$ cat src/rtl/fifo_stream_reader.sv
// Sync-FIFO to valid/ready stream reader with latency-tracked read issue.
// Optional word counter enabled by defining FIFO_STREAM_READER_CNT_EN.
module fifo_stream_reader #(
  parameter int DATA_WIDTH = 8,
  parameter int RD_LATENCY = 1,
  parameter int CNT_WIDTH  = 16
) (
  input  logic                  clk,
  input  logic                  rst,
  input  logic                  enable,
  input  logic                  fifo_empty,
  output logic                  fifo_rd_en,
  input  logic [DATA_WIDTH-1:0] fifo_rd_data,
  output logic                  m_valid,
  input  logic                  m_ready,
  output logic [DATA_WIDTH-1:0] m_data,
  output logic                  busy,
  output logic [CNT_WIDTH-1:0]  word_cnt
);

  localparam int BUF_DEPTH = RD_LATENCY + 2;
  localparam int OW = $clog2(BUF_DEPTH + 1);
  localparam int PW = $clog2(BUF_DEPTH + RD_LATENCY + 1);

  typedef enum logic [1:0] {
    IDLE,
    RUN,
    DRAIN
  } state_t;

  state_t state, state_nxt;

  logic [DATA_WIDTH-1:0] buf_q [BUF_DEPTH];
  logic [OW-1:0]         occ;
  logic [RD_LATENCY-1:0] inflight;
  logic [PW-1:0]         pending;
  logic [OW-1:0]         wr_idx;
  logic                  cap;
  logic                  pop;

  always_comb begin
    pending = PW'(occ);
    for (int i = 0; i < RD_LATENCY; i++) begin
      pending = pending + PW'(inflight[i]);
    end
  end

  assign cap    = inflight[RD_LATENCY-1];
  assign pop    = m_valid & m_ready;
  assign wr_idx = occ - OW'(pop);

  // Issue decision uses only registered state, never m_ready.
  assign fifo_rd_en = !rst && (state == RUN) && !fifo_empty &&
                      (pending < PW'(BUF_DEPTH));

  assign m_valid = (occ != '0);
  assign m_data  = buf_q[0];
  assign busy    = (state != IDLE);

  always_comb begin
    state_nxt = state;
    unique case (state)
      IDLE: begin
        if (enable) state_nxt = RUN;
      end
      RUN: begin
        if (!enable)
          state_nxt = (pending == '0) ? IDLE : DRAIN;
      end
      DRAIN: begin
        if (enable)
          state_nxt = RUN;
        else if (pending == '0)
          state_nxt = IDLE;
      end
      default: state_nxt = IDLE;
    endcase
  end

  always_ff @(posedge clk) begin
    if (rst) begin
      state    <= IDLE;
      inflight <= '0;
    end else begin
      state    <= state_nxt;
      inflight <= RD_LATENCY'({inflight, fifo_rd_en});
    end
  end

  // Head always sits in entry 0; a pop shifts, a capture lands behind
  // the last live entry (one slot lower when popping in the same cycle).
  always_ff @(posedge clk) begin
    if (rst) begin
      occ <= '0;
      for (int i = 0; i < BUF_DEPTH; i++) begin
        buf_q[i] <= '0;
      end
    end else begin
      occ <= occ + OW'(cap) - OW'(pop);
      for (int i = 0; i < BUF_DEPTH - 1; i++) begin
        if (pop) buf_q[i] <= buf_q[i+1];
      end
      for (int i = 0; i < BUF_DEPTH; i++) begin
        if (cap && wr_idx == OW'(i)) buf_q[i] <= fifo_rd_data;
      end
    end
  end

`ifdef FIFO_STREAM_READER_CNT_EN
  logic [CNT_WIDTH-1:0] cnt_q;

  always_ff @(posedge clk) begin
    if (rst)
      cnt_q <= '0;
    else if (pop)
      cnt_q <= cnt_q + 1'b1;
  end

  assign word_cnt = cnt_q;
`else
  assign word_cnt = '0;
`endif

endmodule

$ cat config.mk
export PLATFORM = sky130hd
export DESIGN_NAME = fifo_stream_reader
export DESIGN_NICKNAME = d
export VERILOG_FILES = /design/src/rtl/fifo_stream_reader.sv
export SDC_FILE = /design/constraint.sdc
export NUM_CORES = 1
export LEC_CHECK = 0
export CORE_MARGIN = 2
export CORE_UTILIZATION = 55
export DETAILED_ROUTE_END_ITERATION = 12
export DONT_BUFFER_PORTS = 1
export PLACE_DENSITY_LB_ADDON = 0.25
export SYNTH_ARGS = -nofsm -noshare
export SYNTH_HDL_FRONTEND = slang
export SYNTH_SLANG_ARGS = --single-unit
$ cat constraint.sdc
create_clock -name clk -period 2.15 [get_ports clk]
set_clock_uncertainty 0.15 [all_clocks]
set_input_delay 0.1075 -clock clk [delete_from_list [all_inputs] [get_ports clk]]
set_output_delay 0.1075 -clock clk [all_outputs]
set_load 0.05 [all_outputs]
Word-level counts from Yosys, hierarchy flattened
Memory sizes are Yosys's and may differ from the RTL's.
Index checks and enable logic that the tools add are counted.
- register bits after elaboration: 5
- bits in writable memories: 24
- input bits: 13
- output and inout bits: 27
- logic and storage cells: 61
- memories: 1
- memories (memory ; words ; width ; read ports ; clocked after memory_dff ; wr ports ; line ; text):
    buf_q ; 3 ; 8 ; 3 ; 0 ; 3 ; 33 ; logic [DATA_WIDTH-1:0] buf_q [BUF_DEPTH];
- add/subtract/negate cells: 4
- magnitude comparators: 1
- equality and inequality tests: 7
- mux-type cells: 25
- bitwise operators: 6
- reduce and logical (&&, ||, !) cells: 14
- operators with widths (operator ; number):
    8-bit 2-to-1 mux ; 5
    1-bit 2-to-1 mux ; 14
    2-bit 2-to-1 mux ; 5
    1-bit logical AND ; 6
    2-bit case mux with 3 select lines ; 1
    1-bit bitwise OR ; 5
    2-bit by 1-bit equality test with 1-bit output (second input constant) ; 2
    2-bit equality test (second input constant) ; 2
    2-bit zero test ; 2
    2-bit inequality test (second input constant) ; 2
    2-bit nonzero test ; 2
    2-bit by 1-bit subtractor with 2-bit output ; 2
    2-bit by 1-bit adder with 3-bit output ; 1
    3-bit zero test ; 1
    3-bit by 2-bit < comparator with 1-bit output (second input constant) ; 1
    3-bit inequality test (second input constant) ; 1
    3-bit AND reduction ; 1
    2-bit by 1-bit adder with 2-bit output ; 1
    1-bit zero test ; 2
    1-bit bitwise AND ; 1

Longest topological paths before layout
Gate-level depths: netlist (run 1).
- depth in word-level cells: 9
- depth in mapped cells: 6
- mapped depth without buffers: 5

Worst setup path after synthesis (run 1)
Ideal clock, no wire load.
- path type: flip-flop to output port
- from: register occ[0]
- to: output fifo_rd_en
- arrival: 1.567 ns
- slack: 0.326 ns
- cell stages (with the launch flop): 5
- buffers on the path: 0
- path through: dfxtp_1 > ha_1 > ha_1 > a211oi_1 > and3_1
- cells in the longest elaborated chain, start to end: 3
- RTL lines (item ; line ; text):
    start, declared ; 34 ; logic [OW-1:0] occ;
    start signal, assigned ; 99 ; occ <= occ + OW'(cap) - OW'(pop);
    2-bit by 1-bit adder with 3-bit output ; 44 ; pending = pending + PW'(inflight[i]);
    3-bit by 2-bit < comparator with 1-bit output ; 54 ; (pending < PW'(BUF_DEPTH));
    1-bit logical AND ; 53 ; assign fifo_rd_en = !rst && (state == RUN) && !fifo_empty &&
    end, declared ; 12 ; output logic fifo_rd_en,
No other way between the ends.

Worst setup path after layout (run 1)
Ends and elaborated chain as after synthesis.

==> results.toml, run 1 <==
[sta]
fin_setup_tns_ps = 0
hold_viol = 0
tightest_slew_ps = 522
setup_viol = 0
finalHoldWorstSlack_ps = 93.9
fmax_mhz = 486
setup_slack_ps = 91.0
min_period_ps = 2060
slew_headroom = 0.652
post-route-period-util = 0.958
slew_violations = 0

[placement]
post-place-ws_ps = 284
numPlacedInstances = 157
dp_hpwl_um = 1680
io_buffer_count = 0
gp_congestion = 0.741

[detailed_routing]
wl_per_cell_um = 13.8
finalWirelength_um = 2440
vias = 906
drt_iter0_drc = 19
routed_via_density = 5.12
drtPass1Iterations = 4
post-route-drc-count = 0
antenna_left = 0

[final_layout]
syn_to_final_growth_pct = 7.12
nNetsFinal = 161
diodes = 0
instances_no_fill = 177
drive_gt1_frac = 0.137
fill_cells = 207

[global_routing]
use_met2 = 0.274
grt_max_degree = 17
grt_use_met3 = 0.0446
grt_overflow_total = 0
use_met1 = 0.196
grt_pass1_vias = 887
antenna_found_initial = 0
top_usage_layer = "met2"
grt_usage = 0.166
grt_pass1_wl_um = 4090

[critical_path]
end_kind = "output pin"
slowest_delay_ps = 380
crit_arrival_ps = 1800
cp_cell_sequence = "ha_1, ha_1, a211oi_2, and3_1, buf_6"
required_ps = 1890
crit_top_cell = "ha_1"
cp-start-kind = "flop"
slowest_stage = "dfxtp_4"
crit_fanout = 9
critPathKind = "flop to output pin"

[cts]
clockBufferDepth = 2
cts_tree = "yes"
cts_sinks = 29
clk_pin_slew_ps = 90
clk_latency_ps = 320
clockRootBuffer = "clkbuf_4"
cts_buffers = 5
postCtsSetupRepairBufs = 0
cts_max_level = 2

[synthesis]
synth.avg_cell_area_um2 = 11.6
syn-cell-area_um2 = 1580
ys_types = 32
ys.flop_type = "edfxtp_1"
synth_seq_cells = 29
ys_warn_count = 0
synthArstFlopShare = 0
yosysSeqAreaShare = 0.519
synth-edff-count = 24
syn_inst = 136

[floorplan]
die_area_um2 = 3320
boundaryPins = 40
start_util = 0.578
num_rows = 19
die_h_um = 57.6
dieWidth_um = 57.6
core-area_um2 = 2730

[pwr]
ir_drop_mv = 0.768
p_per_area_nw_per_um2 = 811
p_leak_uw = 0.000787

[min_path]
holdCritPathClass = "input pin to flop"

[outcome]
status = "completed"

[run]
max-cap-violations = 0
-- cells by family (layout without fill, tap and decap cells) --
family,after synthesis,in the layout,share of synthesized area
XOR/XNOR,3,3,0.0166
buffers and inverters,30,25,0.142
AND/OR/NAND/NOR,46,46,0.155
multiplexers,16,16,0.101
AO/OA/AOI/OAI,8,8,0.0396
flip-flops,29,29,0.519
other,1,16,0.00237
adder cells (fa/ha/maj),3,3,0.0237
-- routing by layer --
metal / vias up / part of all wire
li1: 449 / -
met1: 422 / 0.42
met2: 28 / 0.51
met3: 7 / 0.050
met4: 0 / 0.023
met5: - / 0
-- placed cells by master (no fill, tap or decap), types with 2 or more instances in the layout --
cell type / synthesis / routed
nor2_1: 20 / 20
xor2_1: 2 / 2
mux2i_1: 16 / 16
ha_1: 3 / 3
and3_1: 2 / 2
nor2b_1: 3 / 3
dlygate4sd3_1: 0 / 12
nand2_1: 2 / 2
dfxtp_1: 5 / 3
a21oi_1: 2 / 2
edfxtp_1: 24 / 24
buf_4: 24 / 3
and2_1: 9 / 9
clkbuf_4: 0 / 5
conb_1: 1 / 16
or2_2: 2 / 2
-- Yosys cell counts (2+ instances only) --
master    count  area (um2)
dfxtp_1       5         100
or2_2         2        12.5
a211oi_1      2        15.0
and3_1        2        12.5
buf_4        24         180
edfxtp_1     24         721
nor2b_1       3        18.8
nand2_1       2        7.51
buf_2         3        15.0
xor2_1        2        17.5
and2_1        9        56.3
a21oi_1       2        10.0
nor2_1       20        75.1
mux2i_1      16         160
ha_1          3        37.5
-- area by class of cell --
| type | instances | area (um2) | area share |
|---|---|---|---|
| multi-input combinational | 92 | 597 | 0.352 |
| tap | 31 | 38.8 | 0.0229 |
| sequential | 29 | 826 | 0.487 |
| clock buffer | 6 | 41.3 | 0.0244 |
| inverter | 1 | 3.75 | 0.00222 |
| timing repair buffer | 16 | 154 | 0.0908 |
| clock inverter | 2 | 33.8 | 0.0199 |
-- critical path: cells and delay by family (launching register included) --
| family | cells | cell delay, ps |
|---|---|---|
| buf+inv | 1 | 170 |
| fa+ha+maj | 2 | 500 |
| simple gates | 1 | 220 |
| flops | 1 | 380 |
| compound gates | 1 | 200 |
-- what timing repair did --
item | in CTS | in global routing
endpoints found under the hold margin | 37 | 0
cloned | 0 | 0
pin swaps | 0 | 2
setup endpoints to repair | 1 | 1
hold buffers | 12 | 0
resized for setup | 3 | 2
-- stage by stage --
step | total power (uW) | utilization | area (um2)
finish | 1370 | 0.620 | 1690
detailed placement | 936 | 0.543 | 1490
global route | 1430 | 0.620 | 1690
floorplan | 962 | - | 1640
CTS | 1380 | 0.617 | 1690
global placement | 930 | 0.543 | 1490
-- path summary, 6_finish.rpt --
check             slack [ps]     endpoint      from  cells past startpoint
hold / removal            90       occ[1]   m_ready                      4
setup reg to reg         310  buf_q[0][9]    occ[1]                      4
hold reg to reg          360     state[1]  state[1]                      1
setup / recovery          90   fifo_rd_en    occ[0]                      5
-- registers in the layout (all words and copies together) (netlist names) --
name / cells
buf_q: 24
cap: 1
state: 2
occ: 2
-- where the power goes --
part	internal [uW]	switching, uW	leakage [uW]
clock	242	179	0.0000399
sequential	661	75.6	0.000291
combinational	66.4	151	0.000456
total	969	406	0.000787
No activity file was read; power rests on OpenSTA's default activity.
==> run 2, diff against run 1 <==
--- a/config.mk
+++ b/config.mk
@@ -12,2 +12,3 @@
 export PLACE_DENSITY_LB_ADDON = 0.25
+export SETUP_SLACK_MARGIN = 0.15
 export SYNTH_ARGS = -nofsm -noshare
--- a/constraint.sdc
+++ b/constraint.sdc
@@ -4,2 +4,2 @@
 set_output_delay 0.1075 -clock clk [all_outputs]
-set_load 0.05 [all_outputs]
+set_load 0.005 [all_outputs]
==> results.toml, run 2 (synthesized netlist as in run 1, its figures left out) <==
[outcome]
status = "completed"

[sta]
fmax_mhz = 544
min_period_ps = 1840
post-route-period-util = 0.855
slew_headroom = 0.654
slew_violations = 0
setup_viol = 0
hold_viol = 0
fin_setup_tns_ps = 0
tightest_slew_ps = 519
rsz0062_at_grt = "false"

[pwr]
ir_drop_mv = 0.543
p_per_area_nw_per_um2 = 667
p_leak_uw = 0.000767

[cts]
cts_buffers = 5
clk_pin_slew_ps = 80
cts_tree = "yes"
clockRootBuffer = "clkbuf_4"
clk_latency_ps = 310
cts_max_level = 2
cts_sinks = 29
postCtsSetupRepairBufs = 0
clockBufferDepth = 2

[critical_path]
crit_arrival_ps = 1580
crit_family = "adder cells"
cp_cell_sequence = "ha_1, ha_1, a211oi_2, and3_1"
slowest_delay_ps = 370
end_kind = "output pin"
critPathKind = "flop to output pin"
slowest_stage = "dfxtp_2"
required_ps = 1890
crit_fanout = 9
crit_top_cell = "ha_1"
cp-start-kind = "flop"
worst-path-buf-inv = 0

[min_path]
holdCritPathClass = "input pin to flop"

[final_layout]
final_cell_mix = "edfxtp_1 (24), nor2_1 (20), mux2i_1 (16), conb_1 (16), dlygate4sd3_1 (12)"
diodes = 0
reg_top3 = "buf_q: 24 flops, occ: 2 flops, state: 2 flops"
multiInputGateArea_um2 = 597
drive_gt1_frac = 0.125
fill_cells = 216
largest_reg_flops = 24
final_common_cell = "edfxtp_1"
syn_to_final_growth_pct = 4.35
instances_no_fill = 175
seq_area_um2 = 823
top_register = "buf_q"
nNetsFinal = 160

[placement]
gp_congestion = 0.727
numPlacedInstances = 156
io_buffer_count = 0
dp_hpwl_um = 1580

[detailed_routing]
drt_iter0_drc = 13
post-route-drc-count = 0
routed_via_density = 5.04
vias = 882
antenna_left = 0
drtPass1Iterations = 4
wl_per_cell_um = 12.9
finalWirelength_um = 2250

[floorplan]
boundaryPins = 40
die_area_um2 = 3320
dieWidth_um = 57.6
core-area_um2 = 2730
die_h_um = 57.6
start_util = 0.578
num_rows = 19

[run]
max-cap-violations = 0

[global_routing]
grt_pass1_wl_um = 3840
grt_max_degree = 17
grt_usage = 0.153
antenna_found_initial = 0
grt_pass1_vias = 799
grt_overflow_total = 0
## run 2: changes by cell type in the layout (fill, tap and decap cells not counted)
cell	previous run	this run
dfxtp_2	1	2
dfxtp_4	1	0
bufinv_16	1	0
buf_6	1	0
## run 2: per-layer routing
metal / track usage / wire length (um)
met3: 0.0513 / 117
met1: 0.187 / 948
met2: 0.252 / 1160
met5: 0 / 0
met4: 0.0598 / 25
## run 2: final timing paths
kind,slack [ps],cells past startpoint,start,to
worst max register to register,330,4,occ[1],buf_q[0][0]
worst max-delay path,310,4,occ[0],fifo_rd_en
worst min-delay path,10,1,rst,buf_q[0][21]
worst min register to register,370,1,state[0],state[0]
## run 2: layout make-up
type,instances,share of cell area
Clock buffer,6,0.0250
Clock inverter,1,0.00227
Sequential cell,29,0.499
Tap cell,31,0.0235
Multi-Input combinational cell,92,0.362
Timing Repair Buffer,15,0.0864
Inverter,1,0.00227
## run 2: per-stage QoR
| step | setup WS [ps] | util | instance area [um2] | total power [uW] | hold slack, ps |
|---|---|---|---|---|---|
| floorplan | 363 | - | 1640 | 833 | 71.0 |
| global placement | 367 | 0.541 | 1480 | 803 | 32.8 |
| detailed placement | 298 | 0.541 | 1480 | 808 | 33.1 |
| CTS | 165 | 0.601 | 1640 | 1100 | 5.67 |
| global route | 180 | 0.604 | 1650 | 1160 | 9.37 |
| finish | 312 | 0.604 | 1650 | 1100 | 11.2 |
## run 2: where the power goes
| group | total [uW] | internal (uW) | switching, uW | leakage [uW] |
|---|---|---|---|---|
| Combinational | 138 | 65.2 | 72.9 | 0.000450 |
| Sequential | 684 | 659 | 25.4 | 0.000291 |
| Clock | 278 | 118 | 160 | 0.0000258 |
## run 2: what timing repair did
action	in CTS	in global routing
hold buffers	12	0
hold endpoints to repair	29	0
resized for setup	0	3
endpoints found under the setup margin	0	2
